File: src/rtl/serial_subtractor.sv
// Bit-serial subtractor: diff = a - b - bin, one bit per clock, LSB first,
// using a single full-subtractor cell and a borrow flip-flop.
//
// state | meaning
// IDLE  | waiting for start
// SHIFT | one difference bit per cycle, WIDTH cycles
// DONE  | done pulse; a new start is accepted here for back-to-back use
module serial_subtractor #(
  parameter int WIDTH = 8
) (
  input  logic             clk,
  input  logic             rst,
  input  logic             start,
  input  logic [WIDTH-1:0] a,
  input  logic [WIDTH-1:0] b,
  input  logic             bin,
  output logic             busy,
  output logic             done,
  output logic [WIDTH-1:0] diff,
  output logic             bout,
  output logic             zero,
  output logic             ovf
);

  localparam int CW = $clog2(WIDTH);
  localparam logic [CW-1:0] LAST = CW'(WIDTH - 1);

  typedef enum logic [1:0] {IDLE, SHIFT, DONE} state_t;

  state_t           state;
  logic [WIDTH-1:0] a_sh;
  logic [WIDTH-1:0] b_sh;
  logic [WIDTH-1:0] res;
  logic [CW-1:0]    cnt;
  logic             br;
  logic             a_msb;
  logic             b_msb;

  logic             d_bit;
  logic             br_next;
  logic [WIDTH-1:0] res_next;

  always_comb begin
    d_bit    = a_sh[0] ^ b_sh[0] ^ br;
    br_next  = (~a_sh[0] & b_sh[0]) | (~(a_sh[0] ^ b_sh[0]) & br);
    res_next = {d_bit, res[WIDTH-1:1]};
  end

  always_ff @(posedge clk) begin
    if (rst) begin
      state <= IDLE;
      a_sh  <= '0;
      b_sh  <= '0;
      res   <= '0;
      cnt   <= '0;
      br    <= 1'b0;
      a_msb <= 1'b0;
      b_msb <= 1'b0;
      busy  <= 1'b0;
      done  <= 1'b0;
      diff  <= '0;
      bout  <= 1'b0;
      zero  <= 1'b0;
      ovf   <= 1'b0;
    end else begin
      case (state)
        IDLE, DONE: begin
          done <= 1'b0;
          if (start) begin
            a_sh  <= a;
            b_sh  <= b;
            br    <= bin;
            a_msb <= a[WIDTH-1];
            b_msb <= b[WIDTH-1];
            res   <= '0;
            cnt   <= '0;
            busy  <= 1'b1;
            state <= SHIFT;
          end else begin
            state <= IDLE;
          end
        end

        SHIFT: begin
          a_sh <= {1'b0, a_sh[WIDTH-1:1]};
          b_sh <= {1'b0, b_sh[WIDTH-1:1]};
          res  <= res_next;
          br   <= br_next;
          cnt  <= cnt + CW'(1);
          // Outputs are only published on the final bit so they hold across later SHIFT phases.
          if (cnt == LAST) begin
            busy  <= 1'b0;
            done  <= 1'b1;
            diff  <= res_next;
            bout  <= br_next;
            zero  <= (res_next == '0);
            ovf   <= (a_msb ^ b_msb) & (a_msb ^ d_bit);
            state <= DONE;
          end
        end

        default: state <= IDLE;
      endcase
    end
  end

endmodule

File: config.mk
export PLATFORM = sky130hd
export DESIGN_NAME = serial_subtractor
export DESIGN_NICKNAME = d
export VERILOG_FILES = /design/src/rtl/serial_subtractor.sv
export SDC_FILE = /design/constraint.sdc
export NUM_CORES = 1
export LEC_CHECK = 0
export ABC_CLOCK_PERIOD_IN_PS = 1400
export CAP_MARGIN = 20
export CORE_MARGIN = 5
export CORE_UTILIZATION = 45
export CTS_CLUSTER_DIAMETER = 60
export DETAILED_ROUTE_END_ITERATION = 12
export MAX_ROUTING_LAYER = met4
export PLACE_DENSITY = 0.83
export RECOVER_POWER = 25
export SLEW_MARGIN = 20
export SYNTH_ARGS = -nofsm -noshare
export SYNTH_HDL_FRONTEND = slang
export SYNTH_SLANG_ARGS = --single-unit
File: constraint.sdc
create_clock -name clk -period 1.4 [get_ports clk]
set_input_delay 0.14 -clock clk [delete_from_list [all_inputs] [get_ports clk]]
set_output_delay 0.14 -clock clk [all_outputs]
set_load 0.1 [all_outputs]
; Word level (Yosys, flattened, before mapping)
; Index checks and enable logic that the tools add are counted.
[op_classes]
bitwise_logic = 10
eq_ne = 5
add_sub_neg = 1
shifts = 0
n_lt_le_gt_ge = 0
n_mux = 18
div_mod_pow = 0
n_reduce_logical = 9
n_mul = 0
[op_table]
columns = op, n
row1 = 8-bit one-hot mux with 2 select lines, 3
row2 = 8-bit two-way mux, 3
row3 = 8-bit zero test, 1
row4 = 2-bit AND reduction, 4
row5 = 1-bit one-hot mux with 2 select lines, 3
row6 = 3-bit one-hot mux with 2 select lines, 1
row7 = 1-bit two-way mux, 5
row8 = 2-bit inequality test (second input constant), 2
row9 = 2-bit one-hot mux with 2 select lines, 1
row10 = 1-bit bitwise XOR, 4
row11 = 3-bit by 1-bit adder with 3-bit output (second input constant), 1
row12 = 1-bit AND, 3
row13 = 3-bit == test (second input constant), 1
row14 = 3-bit two-way mux, 1
row15 = 3-bit AND reduction, 1
row16 = 2-bit by 1-bit == test with 1-bit output (second input constant), 1
row17 = 2-bit == test (second input constant), 1
row18 = 2-bit zero test, 1
row19 = 2-bit two-way mux, 1
row20 = 1-bit NOT, 2
row21 = 2-bit nonzero test, 1
row22 = 2-bit OR reduction, 1
row23 = 1-bit bitwise OR, 1
[word_totals]
mem_bits_ro = 0
latchBits = 0
mem_count = 0
ram_bits = 0
reg_bits = 45
inputBits = 20

; Depth between registers and ports, before layout
[depth]
word_depth = 5
depth_mapped = 6

; Worst setup path after synthesis
; No wires, ideal clock.
[synth_path]
path_kind = register to register
startpoint = reg a_sh[0]
endpoint = reg ovf
period_less_slack_ps = 1336
setup_slack_ps = 64
setup_ps = 86
required_time_ps = 1314
t_arrival_ps = 1251
stages_incl_launch_ff = 6
n_path_buf = 0
cell_sequence = dfxtp_1 -> inv_1 -> fa_1 -> nor2_1 -> a21oi_1 -> a211oi_1
[synth_between]
elab_chain_cells = 4
[synth_rtl]
columns = item, line
row1 = "start, declared", 31  ; logic [WIDTH-1:0] a_sh;
row2 = "start signal, assigned", 85  ; a_sh <= {1'b0, a_sh[WIDTH-1:1]};
row3 = 1-bit bitwise XOR (2 in series), 44  ; d_bit = a_sh[0] ^ b_sh[0] ^ br;
row4 = 1-bit bitwise XOR, 97  ; ovf <= (a_msb ^ b_msb) & (a_msb ^ d_bit);
row5 = 1-bit AND, 97
row6 = "end signal, assigned", 97
row7 = "end, declared", 22  ; output logic ovf
; No other way between the ends.
; A chain may end at the register's enable or synchronous reset.

; Worst setup path in the final report
; Ends and elaborated chain as after synthesis.

==> flow_summary.toml <==
[setup_path]
setup.worst_path.start_class = "register"
cp.arrival_ns = 1.60
worst-r2r-setup-slack_ns = 0.02
critPathKind = "reg -> reg"
cp-startpoint = "a_sh[0]"
reg2reg_to = "ovf"
worst-path-max-fanout = 3
critPathRequiredTime_ns = 1.62
reg2reg_depth = 4
r2r_start = "a_sh[0]"
critPathCaptureType = "register"

[global_route]
antenna_found_initial = 0
grt-busiest-layer = "met2"
use_met2_pct = 29.49
grt_max_degree = 45
first_global_vias = 1500
grt_use_met3_pct = 4.709
grtUsageTotal_pct = 17.04
met1_usage_pct = 18.80
grt_pass1_wl_mm = 6.762
grt_overflow = 0

[power_and_ir_drop]
ir_worst_vdd_mv = 0.7899
power_density_nw_per_um2 = 1214
p_leak_uw = 0.0008170

[clock_network]
htreeDepth = 2
clk_latency_ns = 0.30
cts_buffer_depth = 2
cts_tree = "yes"
cts_made_buffers = 5
clock-sinks = 44
cts-root-buf = "clkbuf_8"
holdBufCountCts = 0
clk_pin_slew_worst_paths_ns = 0.08

[floorplan]
dieHeight_um = 71.92
die-area_um2 = 5172
die_w_um = 71.92
core_area_um2 = 3689
start_util_pct = 46.78
ios = 33
rows = 22

[detailed_routing]
drc = 0
routed_wl_mm = 4.211
first_pass_iters = 4
vias_per_cell = 5.563
postRouteAntennaNets = 0
drt-initial-drc-count = 207
wl_per_cell_um = 14.83
num_vias = 1580

[synth]
syn_nets = 224
synth_top_area_share_pct = 51.05
synth_commonest_cells = "dfxtp_1 (44), nand2_1 (30), a21oi_1 (27)"
synth_area_leader_cell = "dfxtp_1"
ys_ff_latch = 44
yosysMostFrequentCell = "dfxtp_1"
ys_top_cells_by_area = "dfxtp_1 (51%), a21oi_1 (7.8%), nor3_1 (7.0%)"
synth_top_flop_cell = "dfxtp_1"
avgSynthCellArea_um2 = 8.627
ys_async_sr_fraction_pct = 0
synth_edf_count = 0
ys.warnings.count = 0
synth_area_um2 = 1725
ys_types = 25
synth_cells = 200
yosysSeqAreaShare_pct = 51.05

[sta]
hold_violations = 0
slew_violations = 0
worst_pin_slew_ns = 0.5431
timing.fmax_ghz = 0.7233
setup_slack_ns = 0.01740
rsz0062_at_grt = "yes"
fin_crit_ns = 1.383
fin_setup_tns_ns = 0
setup-violations-final = 0
period_share_pct = 98.76
finalClockSkew_ns = 0.005967
maxSlewHeadroom_pct = 63.95

[finish]
area_growth_pct = 28.72
utilization_pct = 60.21
drive_above_1_share_pct = 19.07
nFillCells = 317
finalNetCount = 259
num_antenna_cells = 0

[placement]
post-place-ws_ns = -0.05868
port_buffers = 32
globalplace.congestion = 0.8300
dp_hpwl_mm = 2.758

[worst_hold_path]
hp-class = "in -> reg"
hold_depth = 3
whs_endpoint = "b_msb"
min_from = "b[7]"

[status]
status = "finished clean"

[flow_run]
max_cap_violations = 0
cell families after synthesis:
kind of cell	Yosys count	synth area share [%]
AND/OR/NAND/NOR	85	23.35
AO/OA/AOI/OAI	47	15.74
flip-flops	44	51.05
buffers and inverters	20	6.091
adder cells (fa/ha/maj)	4	3.771
stage by stage:
step	power (µW)	instances	instance area (µm²)	hold slack, ns
after detailed placement	1762	273	2242	0.4707
final	2696	284	2221	0.4222
after CTS	2691	281	2355	0.4143
after global placement	1746	273	2242	0.4583
after global routing	2809	284	2221	0.4454
after floorplan	1622	200	1725	0.2986
critical path, cell delays in order (launching register included):
cell and delay [ns]:
dfxtp_2 0.36, inv_2 0.05, fa_1 0.56, nand3b_1 0.12, a211oi_1 0.22
worst max-delay path by stage:
| stage | slack, ns | end |
|---|---|---|
| final | 0.02 | ovf |
| after global routing | -0.04 | ovf |
| after CTS | 0.005 | ovf |
| after detailed placement | -0.06 | bout |
| after global placement | 0.03 | zero |
| after floorplan | 0.06 | ovf |
layout make-up:
type,instances,area [µm²],share of cell area [%]
clock buffers,6,72.57,3.268
clock inverters,2,35.03,1.577
inverters,3,11.26,0.5070
multi-input cells,137,777.0,34.99
flip-flops and latches,44,887.1,39.94
well taps,48,60.06,2.704
repair buffers,44,377.9,17.01
state kept, by name, summed over array words and instances (netlist names):
name / flops
b_msb: 1
state: 2
zero: 1
b_sh: 8
bout: 1
a_sh: 8
br: 1
diff: 8
busy: 1
done: 1
cnt: 3
ovf: 1
res: 7
a_msb: 1
placed cells by master, fill, tap and decap left out, types with 2 or more instances in the layout:
cell / instances
dfxtp_1: 39
nand2_1: 30
a21oi_1: 26
nor3_1: 24
clkdlybuf4s50_1: 19
nand3_1: 14
o22ai_1: 14
clkbuf_2: 8
buf_4: 8
nor2_1: 6
dfxtp_2: 5
clkbuf_8: 5
buf_2: 5
inv_1: 2
nand3b_1: 2
a211oi_1: 2
nand2b_2: 2
nand2b_1: 2
a311oi_1: 2
fa_1: 2
buf_6: 2
buf_12: 2
where the power goes:
group / internal, µW / total [µW] / switching (µW)
logic: 185 / 391 / 206
registers: 1320 / 1360 / 45.8
clock network: 529 / 942 / 413
total: 2030 / 2700 / 665
metal layers:
metal,vias to the layer above,wire length (µm)
met5,-,0
met4,0,55
met3,5,235
met2,56,2105
met1,744,1814
li1,775,-
timing repair:
item,CTS,global route
buffers inserted,0,2
resized for setup,4,11
endpoints found under the setup margin,3,21
pin swaps,1,4
cloned,0,1
No activity file was read; power rests on OpenSTA's default activity.
